## src/rtl/pll_reset_sequencer.sv

```systemverilog
// Staged reset release driven by the PLL lock indication: peripherals leave reset
// first, then the CPU, with lock-loss supervision and a software-requested reset.
module pll_reset_sequencer #(
    parameter int SYNC_STAGES          = 2,
    parameter int LOCK_STABLE_CYCLES   = 4800,
    parameter int PERIPH_TO_CPU_CYCLES = 16,
    parameter int SW_HOLD_CYCLES       = 64,
    parameter int LOSS_CNT_WIDTH       = 8
) (
    input  logic                      clk,
    input  logic                      resetn,
    input  logic                      pll_locked,
    input  logic                      sw_reset_req,
    input  logic                      clear_lost,
    output logic                      periph_resetn,
    output logic                      soc_resetn,
    output logic                      ready,
    output logic                      lock_lost,
    output logic [LOSS_CNT_WIDTH-1:0] loss_count
);

    localparam int MAX_A   = (LOCK_STABLE_CYCLES > PERIPH_TO_CPU_CYCLES) ?
                             LOCK_STABLE_CYCLES : PERIPH_TO_CPU_CYCLES;
    localparam int CNT_MAX = (MAX_A > SW_HOLD_CYCLES) ? MAX_A : SW_HOLD_CYCLES;
    localparam int CW      = $clog2(CNT_MAX + 1);

    typedef enum logic [2:0] {
        WAIT_LOCK,
        STABLE,
        PERIPH,
        RUN,
        SW_HOLD
    } state_t;

    state_t                 state, state_n;
    logic [CW-1:0]          cnt, cnt_n;
    logic [SYNC_STAGES-1:0] sync;
    logic                   locked_s;
    logic                   loss;

    assign locked_s = sync[SYNC_STAGES-1];

    always_ff @(posedge clk) begin
        if (!resetn) begin
            sync <= '0;
        end else begin
            sync <= {sync[SYNC_STAGES-2:0], pll_locked};
        end
    end

    // Each terminal compare is against N-1 because the edge that leaves the
    // state is itself one of the N counted edges.
    always_comb begin
        state_n = state;
        cnt_n   = cnt;
        loss    = 1'b0;
        case (state)
            WAIT_LOCK: begin
                cnt_n = '0;
                if (locked_s) begin
                    state_n = STABLE;
                    cnt_n   = CW'(1);
                end
            end
            STABLE: begin
                if (!locked_s) begin
                    state_n = WAIT_LOCK;
                    cnt_n   = '0;
                end else if (cnt == CW'(LOCK_STABLE_CYCLES - 1)) begin
                    state_n = PERIPH;
                    cnt_n   = '0;
                end else begin
                    cnt_n = cnt + CW'(1);
                end
            end
            PERIPH: begin
                if (!locked_s) begin
                    loss    = 1'b1;
                    state_n = WAIT_LOCK;
                    cnt_n   = '0;
                end else if (sw_reset_req) begin
                    state_n = SW_HOLD;
                    cnt_n   = '0;
                end else if (cnt == CW'(PERIPH_TO_CPU_CYCLES - 1)) begin
                    state_n = RUN;
                    cnt_n   = '0;
                end else begin
                    cnt_n = cnt + CW'(1);
                end
            end
            RUN: begin
                if (!locked_s) begin
                    loss    = 1'b1;
                    state_n = WAIT_LOCK;
                    cnt_n   = '0;
                end else if (sw_reset_req) begin
                    state_n = SW_HOLD;
                    cnt_n   = '0;
                end
            end
            SW_HOLD: begin
                if (!locked_s) begin
                    loss    = 1'b1;
                    state_n = WAIT_LOCK;
                    cnt_n   = '0;
                end else if (cnt == CW'(SW_HOLD_CYCLES - 1)) begin
                    state_n = PERIPH;
                    cnt_n   = '0;
                end else begin
                    cnt_n = cnt + CW'(1);
                end
            end
            default: begin
                state_n = WAIT_LOCK;
                cnt_n   = '0;
            end
        endcase
    end

    always_ff @(posedge clk) begin
        if (!resetn) begin
            state         <= WAIT_LOCK;
            cnt           <= '0;
            periph_resetn <= 1'b0;
            soc_resetn    <= 1'b0;
            ready         <= 1'b0;
        end else begin
            state         <= state_n;
            cnt           <= cnt_n;
            periph_resetn <= (state_n == PERIPH) || (state_n == RUN);
            soc_resetn    <= (state_n == RUN);
            ready         <= (state_n == RUN);
        end
    end

    // A fresh loss wins over clear_lost, leaving a count of exactly one.
    always_ff @(posedge clk) begin
        if (!resetn) begin
            lock_lost  <= 1'b0;
            loss_count <= '0;
        end else if (loss) begin
            lock_lost <= 1'b1;
            if (clear_lost) begin
                loss_count <= LOSS_CNT_WIDTH'(1);
            end else if (!(&loss_count)) begin
                loss_count <= loss_count + LOSS_CNT_WIDTH'(1);
            end
        end else if (clear_lost) begin
            lock_lost  <= 1'b0;
            loss_count <= '0;
        end
    end

endmodule

```

## config.mk

```make
export PLATFORM = sky130hd
export DESIGN_NAME = pll_reset_sequencer
export DESIGN_NICKNAME = d
export VERILOG_FILES = /design/src/rtl/pll_reset_sequencer.sv
export SDC_FILE = /design/constraint.sdc
export NUM_CORES = 1
export LEC_CHECK = 0
export BUFFER_PORTS_ARGS = -buffer_cell sky130_fd_sc_hd__buf_2
export CAP_MARGIN = 30
export CORE_ASPECT_RATIO = 0.5
export CORE_MARGIN = 2
export CORE_UTILIZATION = 54
export CTS_BUF_LIST = sky130_fd_sc_hd__clkbuf_2 sky130_fd_sc_hd__clkbuf_4 sky130_fd_sc_hd__clkbuf_8
export DETAILED_ROUTE_END_ITERATION = 8
export PLACE_DENSITY = 0.77
export REMOVE_ABC_BUFFERS = 1
export SETUP_SLACK_MARGIN = 0.2
export SYNTH_ARGS = -nofsm -noshare
export SYNTH_HDL_FRONTEND = slang
export SYNTH_SLANG_ARGS = --single-unit
```

## constraint.sdc

```tcl
create_clock -name clk -period 1.9 [get_ports clk]
set_input_delay 0.38 -clock clk [delete_from_list [all_inputs] [get_ports clk]]
set_output_delay 0.38 -clock clk [all_outputs]
set_load 0.05 [all_outputs]
```

-- Word-level counts from Yosys, hierarchy flattened
Cells that the tools add are included.
- add/sub/neg operators: 2
- equality and inequality tests: 11
- muxes and demuxes: 30
- reduce and logical (&&, ||, !) cells: 6
- operators by type and width (kind ; count):
    $mux W13 ; 9
    $pmux W13 S5 ; 1
    $mux W8 ; 4
    $mux W3 ; 10
    $pmux W3 S5 ; 1
    $add A13 B1 Y13 const B ; 1
    $eq A13 B13 Y1 const B ; 1
    $eq A13 B4 Y1 const B ; 1
    $eq A13 B6 Y1 const B ; 1
    $eq A3 B2 Y1 const B ; 4
    $add A8 B1 Y8 const B ; 1
    $reduce_and A8 Y1 ; 1
    $mux W1 ; 5
    $eq A3 B1 Y1 const B ; 1
    $eq A3 B3 Y1 const B ; 1
    $logic_not A3 Y1 ; 1
    $ne A3 B3 Y1 const B ; 1
    $reduce_or A3 Y1 ; 1
    $ne A2 B2 Y1 const B ; 1
    $reduce_and A2 Y1 ; 1
    $reduce_bool A2 Y1 ; 1
    $logic_or A1 B1 Y1 ; 1
- bits in registers: 29
- output and inout port bits: 12

-- Longest topological paths before layout
Gate-level depths: netlist of run 1.
- depth after elaboration: 7
- mapped depth: 6

-- Worst setup path before layout of run 1
OpenSTA, ideal clock, no wires.
- kind: register to register
- start: register cnt[6]
- end: register cnt[10]
- arrival: 1.880 ns
- required time: 1.764 ns
- setup slack: -0.116 ns
- cell stages (with the launch flop): 6
- period minus slack after synthesis: 2.016 ns
- path through: dfxtp_1 > or4_4 > o41ai_4 > nor2_2 > a211oi_4 > nor3b_2
- longest elaborated chain between the ends: 5
- ends and longest elaborated chain (item ; line ; source):
    from (decl) ; 36 ; logic [CW-1:0] cnt, cnt_n;
    from (signal assigned) ; 129 ; cnt <= cnt_n;
    $add A13 B1 Y13 / $eq A13 B4 Y1 (equally long branches) ; -- ;
    $mux W13 ; 84 ; end else if (cnt == CW'(PERIPH_TO_CPU_CYCLES - 1)) begin
    $mux W13 ; 81 ; end else if (sw_reset_req) begin
    $mux W13 ; 77 ; if (!locked_s) begin
    $pmux W13 S5 (*) ; 57 ; case (state)
Mark *: on every way between the ends. The rest lies on a longest branch, timed or not.
A chain may end at the register's enable or synchronous reset.

-- Worst setup path after layout of run 1
- start: register cnt[10]
- end: register cnt[6]
- longest elaborated chain between the ends: 5
- ends and longest elaborated chain (item ; line):
    $eq A13 B4 Y1 ; 84
    $mux W13 ; 84
    $mux W13 ; 81
    $mux W13 ; 77
    $pmux W13 S5 (*) ; 57
Marks and branches as above.

==> impl_metrics.json, run 1 <==
{
  "status": "finished clean",
  "arrival_ns": 2.07,
  "syn_area_mm2": 0.00159,
  "syn_area_per_cell_um2": 8.91,
  "dp.cells": 246,
  "synth_warnings": 0,
  "hold_class": "input port to flop",
  "fill_cells": 197,
  "drv_cap": 0,
  "synth_seq_cells": 29,
  "dieHeight_um": 42.3,
  "route.met2.wl_um": 1680,
  "grt_start_max_net_pins": 25,
  "synth_flop_cell": "dfxtp_1",
  "instances_no_fill": 257,
  "setup-violations-final": 0,
  "max_freq_mhz": 527,
  "ir_worst_vdd_v": 0.000502,
  "max_slew_margin_pct": 75.2,
  "rows": 13,
  "clkLatencyLatePin_ns": 0.29,
  "drt-met1-wl_um": 1660,
  "hold_viol_final": 0,
  "syn_inst": 178,
  "synth-adder-area-share_pct": 1.58,
  "rsz0062_at_grt": "yes",
  "io_buffers": 16,
  "routed_wirelength_um": 3670,
  "drive_gt1_share_pct": 34.1,
  "dr.max_layer_used": "met4",
  "route.vias.total": 1494,
  "synthTopCellsByArea": "dfxtp_1 37%, nor3b_2 5.5%, xor2_1 5.0%, nand2_1 4.5%, nand3_1 4.4%",
  "numCtsBuffers": 5,
  "cts_max_level": 2,
  "die_x_um": 80.6,
  "n_antenna_cell": 0,
  "leakagePower_nw": 0.756,
  "skew_ns": 0.00406,
  "yosysTopAreaCell": "dfxtp_1",
  "layout_common_cells": "26 x dfxtp_1, 21 x buf_4, 17 x nand2_1, 16 x buf_2",
  "initial_core_util_pct": 59.1,
  "first_global_vias": 1482,
  "place_area_mm2": 0.00184,
  "wl_per_cell_um": 14.3,
  "area.growth.synth_to_final_pct": 28.5,
  "met3_length_um": 217,
  "grtUsageTotal_pct": 25.5,
  "worst_setup_path_start_kind": "flop",
  "gp_congestion": 0.933,
  "slew_violations": 0,
  "core_area_mm2": 0.00268,
  "drc": 0,
  "nets": 226,
  "critical_path_class": "flop to flop",
  "layout_commonest_cell": "dfxtp_1",
  "clkSinkCount": 29,
  "fin_crit_sh_pct": 99.8,
  "synth_edf_count": 0,
  "ant_nets": 0,
  "die_area_mm2": 0.00341,
  "power.density_mw_per_mm2": 659,
  "cp-end-kind": "flop",
  "antenna_found_initial": 0,
  "dp_hpwl_um": 2550,
  "synth_simple_gate_area_share_pct": 37.4,
  "clk_pin_slew_ns": 0.06,
  "synthMuxAreaShare_pct": 0,
  "ys_seq_area_share_pct": 36.6,
  "synth_cell_types": 47,
  "stdcell_area_mm2": 0.00204,
  "synth-compound-area-share_pct": 14.8,
  "period_needed_ns": 1.90,
  "io_pins": 17,
  "synth-xor-area-share_pct": 7.18,
  "p_total_w": 0.00134,
  "worstPathRequired_ns": 2.07,
  "via_per_inst": 5.81,
  "clockBufferDepth": 2,
  "synth-async-reset-ratio_pct": 0,
  "synth.top_cell.area_share_pct": 36.6,
  "cp_max_fo": 7,
  "gr-total-overflow": 0,
  "cts_root_buf": "clkbuf_8",
  "worst_pin_slew_ns": 0.366,
  "dr.pass1.iters": 4,
  "cts_tree": "yes",
  "drtIter0Drc": 79,
  "fin_tns_setup_ns": 0,
  "cts_hold_buf": 0,
  "grt_pass1_wl_um": 6580,
  "hold_slack_ns": 0.303,
  "synth_top_family_by_area": "simple AND/OR/NAND/NOR gates"
}
## path summary, 6_finish.rpt
path / from / end / slack, ns / cells after the start
worst max-delay path: cnt[10]$_SDFFE_PN0P_ / cnt[6]$_SDFFE_PN0P_ / 0.004 / 6
worst min-delay path: pll_locked / sync[0]$_SDFF_PN0_ / 0.30 / 2
worst max register to register: cnt[10]$_SDFFE_PN0P_ / cnt[6]$_SDFFE_PN0P_ / 0.004 / 6
worst min register to register: sync[0]$_SDFF_PN0_ / sync[1]$_SDFF_PN0_ / 0.44 / 1
## worst max-delay path, stage by stage (launching register included)
cell and delay, ns:
dfxtp_1 0.31, or4_4 0.60, nor4_4 0.19, nand2_2 0.17
a211oi_4 0.29, buf_12 0.17, nor3b_2 0.05
## per-stage QoR
stage | utilization [%] | worst slack (ns)
CTS | 74.3 | 0.0135
global placement | 68.7 | -0.0391
detailed placement | 68.7 | -0.0646
finish | 75.9 | 0.00413
floorplan | - | -0.116
global route | 75.9 | -0.0665
## power breakdown
part	total [W]	internal, W	leakage, nW	switching, W
logic	0.0000470	0.0000196	0.458	0.0000274
registers	0.000617	0.000613	0.236	0.00000435
clock network	0.000678	0.000441	0.0619	0.000237
total	0.00134	0.00107	0.756	0.000269
## synth_stat cells (2+ instances only)
library cell,count
xnor2_1,4
dfxtp_1,29
nand4_1,7
nand3_1,14
o22ai_1,3
a21oi_2,2
ha_1,2
nor2b_1,4
o21ai_1,3
nor2_1,12
inv_1,3
clkbuf_1,2
nand2_1,19
xor2_1,9
or2_1,2
buf_4,2
nor4_1,2
and2_1,5
or3_1,2
a31oi_1,3
o31ai_1,2
a21oi_1,9
nor3_1,3
o21ai_0,3
and3_1,3
nand3b_1,2
nor3b_2,7
## registers in the layout, indices dropped and copies added, names as in the netlist
| register | flops |
|---|---|
| cnt | 13 |
| loss_count | 8 |
| state | 3 |
| sync | 2 |
| lock_lost | 1 |
| periph_resetn | 1 |
| ready | 1 |
## routing by layer
layer	GRT usage, %	vias to the layer above
li1	-	730
met1	30.3	700
met2	41.8	51
met3	7.76	13
met4	13.2	0
met5	0	-
## area by class of cell
class | instances | area, µm² | area share [%]
inverters | 4 | 15.0 | 0.737
repair buffers | 38 | 258 | 12.7
well taps | 37 | 46.3 | 2.27
clock buffers | 7 | 90.1 | 4.42
clock inverters | 1 | 30.0 | 1.47
multi-input cells | 141 | 1010 | 49.8
flip-flops and latches | 29 | 584 | 28.7
## repair_timing
item | 4_1_cts | 5_1_grt
resized for setup | 4 | 9
setup buffers | 1 | 2
setup endpoints to repair | 18 | 21
pin swaps | 5 | 4
gates cloned | 0 | 0
hold endpoints to repair | 0 | 0
## cell families after synthesis
| family | Yosys count |
|---|---|
| AOI/OAI and AO/OA | 31 |
| xor gates and xnor gates | 13 |
| adders and majority gates | 2 |
| buffers and inverters | 8 |
| DFF | 29 |
| and+or+nand+nor | 95 |
Note: power is estimated with default switching activity, not from simulation.
==> inputs of run 2 (changes only) <==
--- a/config.mk
+++ b/config.mk
@@ -12,7 +12,7 @@
 export CORE_UTILIZATION = 54
 export CTS_BUF_LIST = sky130_fd_sc_hd__clkbuf_2 sky130_fd_sc_hd__clkbuf_4 sky130_fd_sc_hd__clkbuf_8
 export DETAILED_ROUTE_END_ITERATION = 8
-export PLACE_DENSITY = 0.77
+export PLACE_DENSITY = 0.79
 export REMOVE_ABC_BUFFERS = 1
 export SETUP_SLACK_MARGIN = 0.2
 export SYNTH_ARGS = -nofsm -noshare
==> impl_metrics.json, run 2 (synthesis results as in run 1) <==
{
  "setup_ws_ns": -0.0790,
  "nets": 227,
  "dp.cells": 247,
  "hold_depth": 2,
  "fin_crit_sh_pct": 104,
  "die_x_um": 80.6,
  "regToRegSetupSlack_ns": -0.08,
  "clkPwrFrac_pct": 50.8,
  "largest_reg_flops": 13,
  "cp_max_fo": 7,
  "rows": 13,
  "internal_power_w": 0.00107,
  "antenna_found_initial": 0,
  "area.growth.synth_to_final_pct": 28.5,
  "pre_cts_slack_ns": -0.105,
  "largest-register": "cnt",
  "r2r_end": "cnt[11]$_SDFFE_PN0P_",
  "route.vias.total": 1540,
  "leakagePower_nw": 0.761,
  "io_buffers": 16,
  "dr.pass1.iters": 4,
  "worst_setup_path_start_kind": "flop",
  "dp_hpwl_um": 2590,
  "cts_max_level": 2,
  "n_antenna_cell": 0,
  "numCtsBuffers": 5,
  "switching_share_pct": 20.3,
  "die_area_mm2": 0.00341,
  "setup-violations-final": 14,
  "layout_commonest_cell": "dfxtp_1",
  "ant_nets": 0,
  "critical_path_class": "flop to flop",
  "reg2regPathDepth": 6,
  "max_freq_mhz": 505,
  "initial_core_util_pct": 59.1,
  "status": "finished, violations left",
  "cts_tree": "yes",
  "ir_worst_vdd_v": 0.000444,
  "violations": "negative setup slack",
  "combPwrFrac_pct": 3.3,
  "grt_pass1_wl_um": 6790,
  "p_switching_w": 0.000274,
  "clkLatencyLatePin_ns": 0.29,
  "routed_wirelength_um": 4050,
  "clk_pin_slew_ns": 0.06,
  "drc": 0,
  "arrival_ns": 2.15,
  "hold_class": "input port to flop",
  "gp_congestion": 0.910,
  "skew_ns": 0.00850,
  "gr-total-overflow": 0,
  "rsz0062_at_grt": "yes",
  "grt_start_max_net_pins": 25,
  "top_regs": "cnt x13, loss_count x8, state x3",
  "dieHeight_um": 42.3,
  "max_slew_margin_pct": 75.7,
  "first_global_vias": 1477,
  "io_pins": 17,
  "power.density_mw_per_mm2": 661,
  "instances_no_fill": 258,
  "via_per_inst": 5.97,
  "hold_path_end": "sync[0]$_SDFF_PN0_",
  "fin_util_pct": 75.9,
  "r2r-start": "cnt[11]$_SDFFE_PN0P_",
  "cts_root_buf": "clkbuf_8",
  "clkSinkCount": 29,
  "period_needed_ns": 1.98,
  "min_from": "pll_locked",
  "core_area_mm2": 0.00268,
  "wl_per_cell_um": 15.7,
  "cts_hold_buf": 0,
  "drive_gt1_share_pct": 33.0,
  "power_frac_seq_pct": 45.8,
  "hold_viol_final": 0,
  "grtUsageTotal_pct": 26.6,
  "drtIter0Drc": 138,
  "clockBufferDepth": 2,
  "slew_violations": 0,
  "cp-end-kind": "flop",
  "worst_pin_slew_ns": 0.359,
  "p_total_w": 0.00135,
  "worstPathRequired_ns": 2.07,
  "drv_cap": 0,
  "layout_common_cells": "26 x dfxtp_1, 21 x buf_4, 17 x nand2_1, 16 x buf_2, 13 x nand3_1"
}
## run 2: cell types whose count changed in the layout (fill, tap and decap cells not counted)
cell	before	now
nand3_1	12	13
ha_1	1	2
buf_6	0	1
o21ai_2	1	0
nand3_2	2	1
o21ai_1	2	3
ha_2	1	0
## run 2: worst max-delay path, cell delays in order (launching register included)
cell      delay (ns)
dfxtp_2         0.32
or4_4           0.60
o41ai_4         0.38
nor2_2          0.14
a211oi_4        0.22
buf_12          0.16
nor3b_2         0.04
## run 2: final cells by class
| cell class | instances | area (µm²) |
|---|---|---|
| clock buffer | 7 | 90.1 |
| clock inverter | 1 | 30.0 |
| fill | 185 | 647 |
| inverter | 4 | 15.0 |
| multi-input combinational | 141 | 1000 |
| sequential | 29 | 584 |
| tap | 37 | 46.3 |
| timing repair buffer | 39 | 269 |
## run 2: power by group through the flow
stage	Sequential, W	Clock, W	Combinational [W]
floorplan	0.000634	0	0.0000199
global placement	0.000630	0	0.0000424
detailed placement	0.000630	0	0.0000436
CTS	0.000617	0.000687	0.0000445
global route	0.000617	0.000720	0.0000495
finish	0.000617	0.000684	0.0000449
## run 2: how the worst max path moves through the flow
stage          slack (ns)              endpoint  cells after the start                 start
5_1_grt             -0.14   cnt[9]$_SDFFE_PN0P_                      6  cnt[11]$_SDFFE_PN0P_
3_5_place_dp        -0.11   cnt[7]$_SDFFE_PN0P_                      6   cnt[6]$_SDFFE_PN0P_
6_report            -0.08  cnt[11]$_SDFFE_PN0P_                      6  cnt[11]$_SDFFE_PN0P_
3_3_place_gp        -0.07   cnt[7]$_SDFFE_PN0P_                      6   cnt[6]$_SDFFE_PN0P_
4_1_cts              0.02   cnt[9]$_SDFFE_PN0P_                      6  cnt[11]$_SDFFE_PN0P_
2_1_floorplan       -0.12  cnt[10]$_SDFFE_PN0P_                      5   cnt[6]$_SDFFE_PN0P_
## run 2: per-stage QoR
step / TNS (ns) / hold slack, ns / instance area [µm²]
detailed placement: -0.868 / 0.428 / 1850
floorplan: -0.812 / 0.412 / 1560
CTS: 0 / 0.295 / 2030
finish: -0.753 / 0.296 / 2040
global route: -1.79 / 0.309 / 2040
global placement: -0.232 / 0.418 / 1850
## run 2: repair_timing
item                                    in CTS  in global routing
endpoints found under the setup margin      18                 19
setup buffers                                3                  0
resized for setup                            7                  4
pin swaps                                   10                  1
gates cloned                                 0                  0
## run 2: routing by layer
| layer | wire length (µm) | GRT usage (%) | share of wire (%) | up-vias |
|---|---|---|---|---|
| met5 | 0 | 0 | 0 | - |
| met1 | 1690 | 32.5 | 42 | 715 |
| li1 | - | - | - | 731 |
| met2 | 1870 | 40.8 | 46 | 72 |
| met3 | 315 | 9.27 | 7.8 | 22 |
| met4 | 176 | 14.9 | 4.3 | 0 |
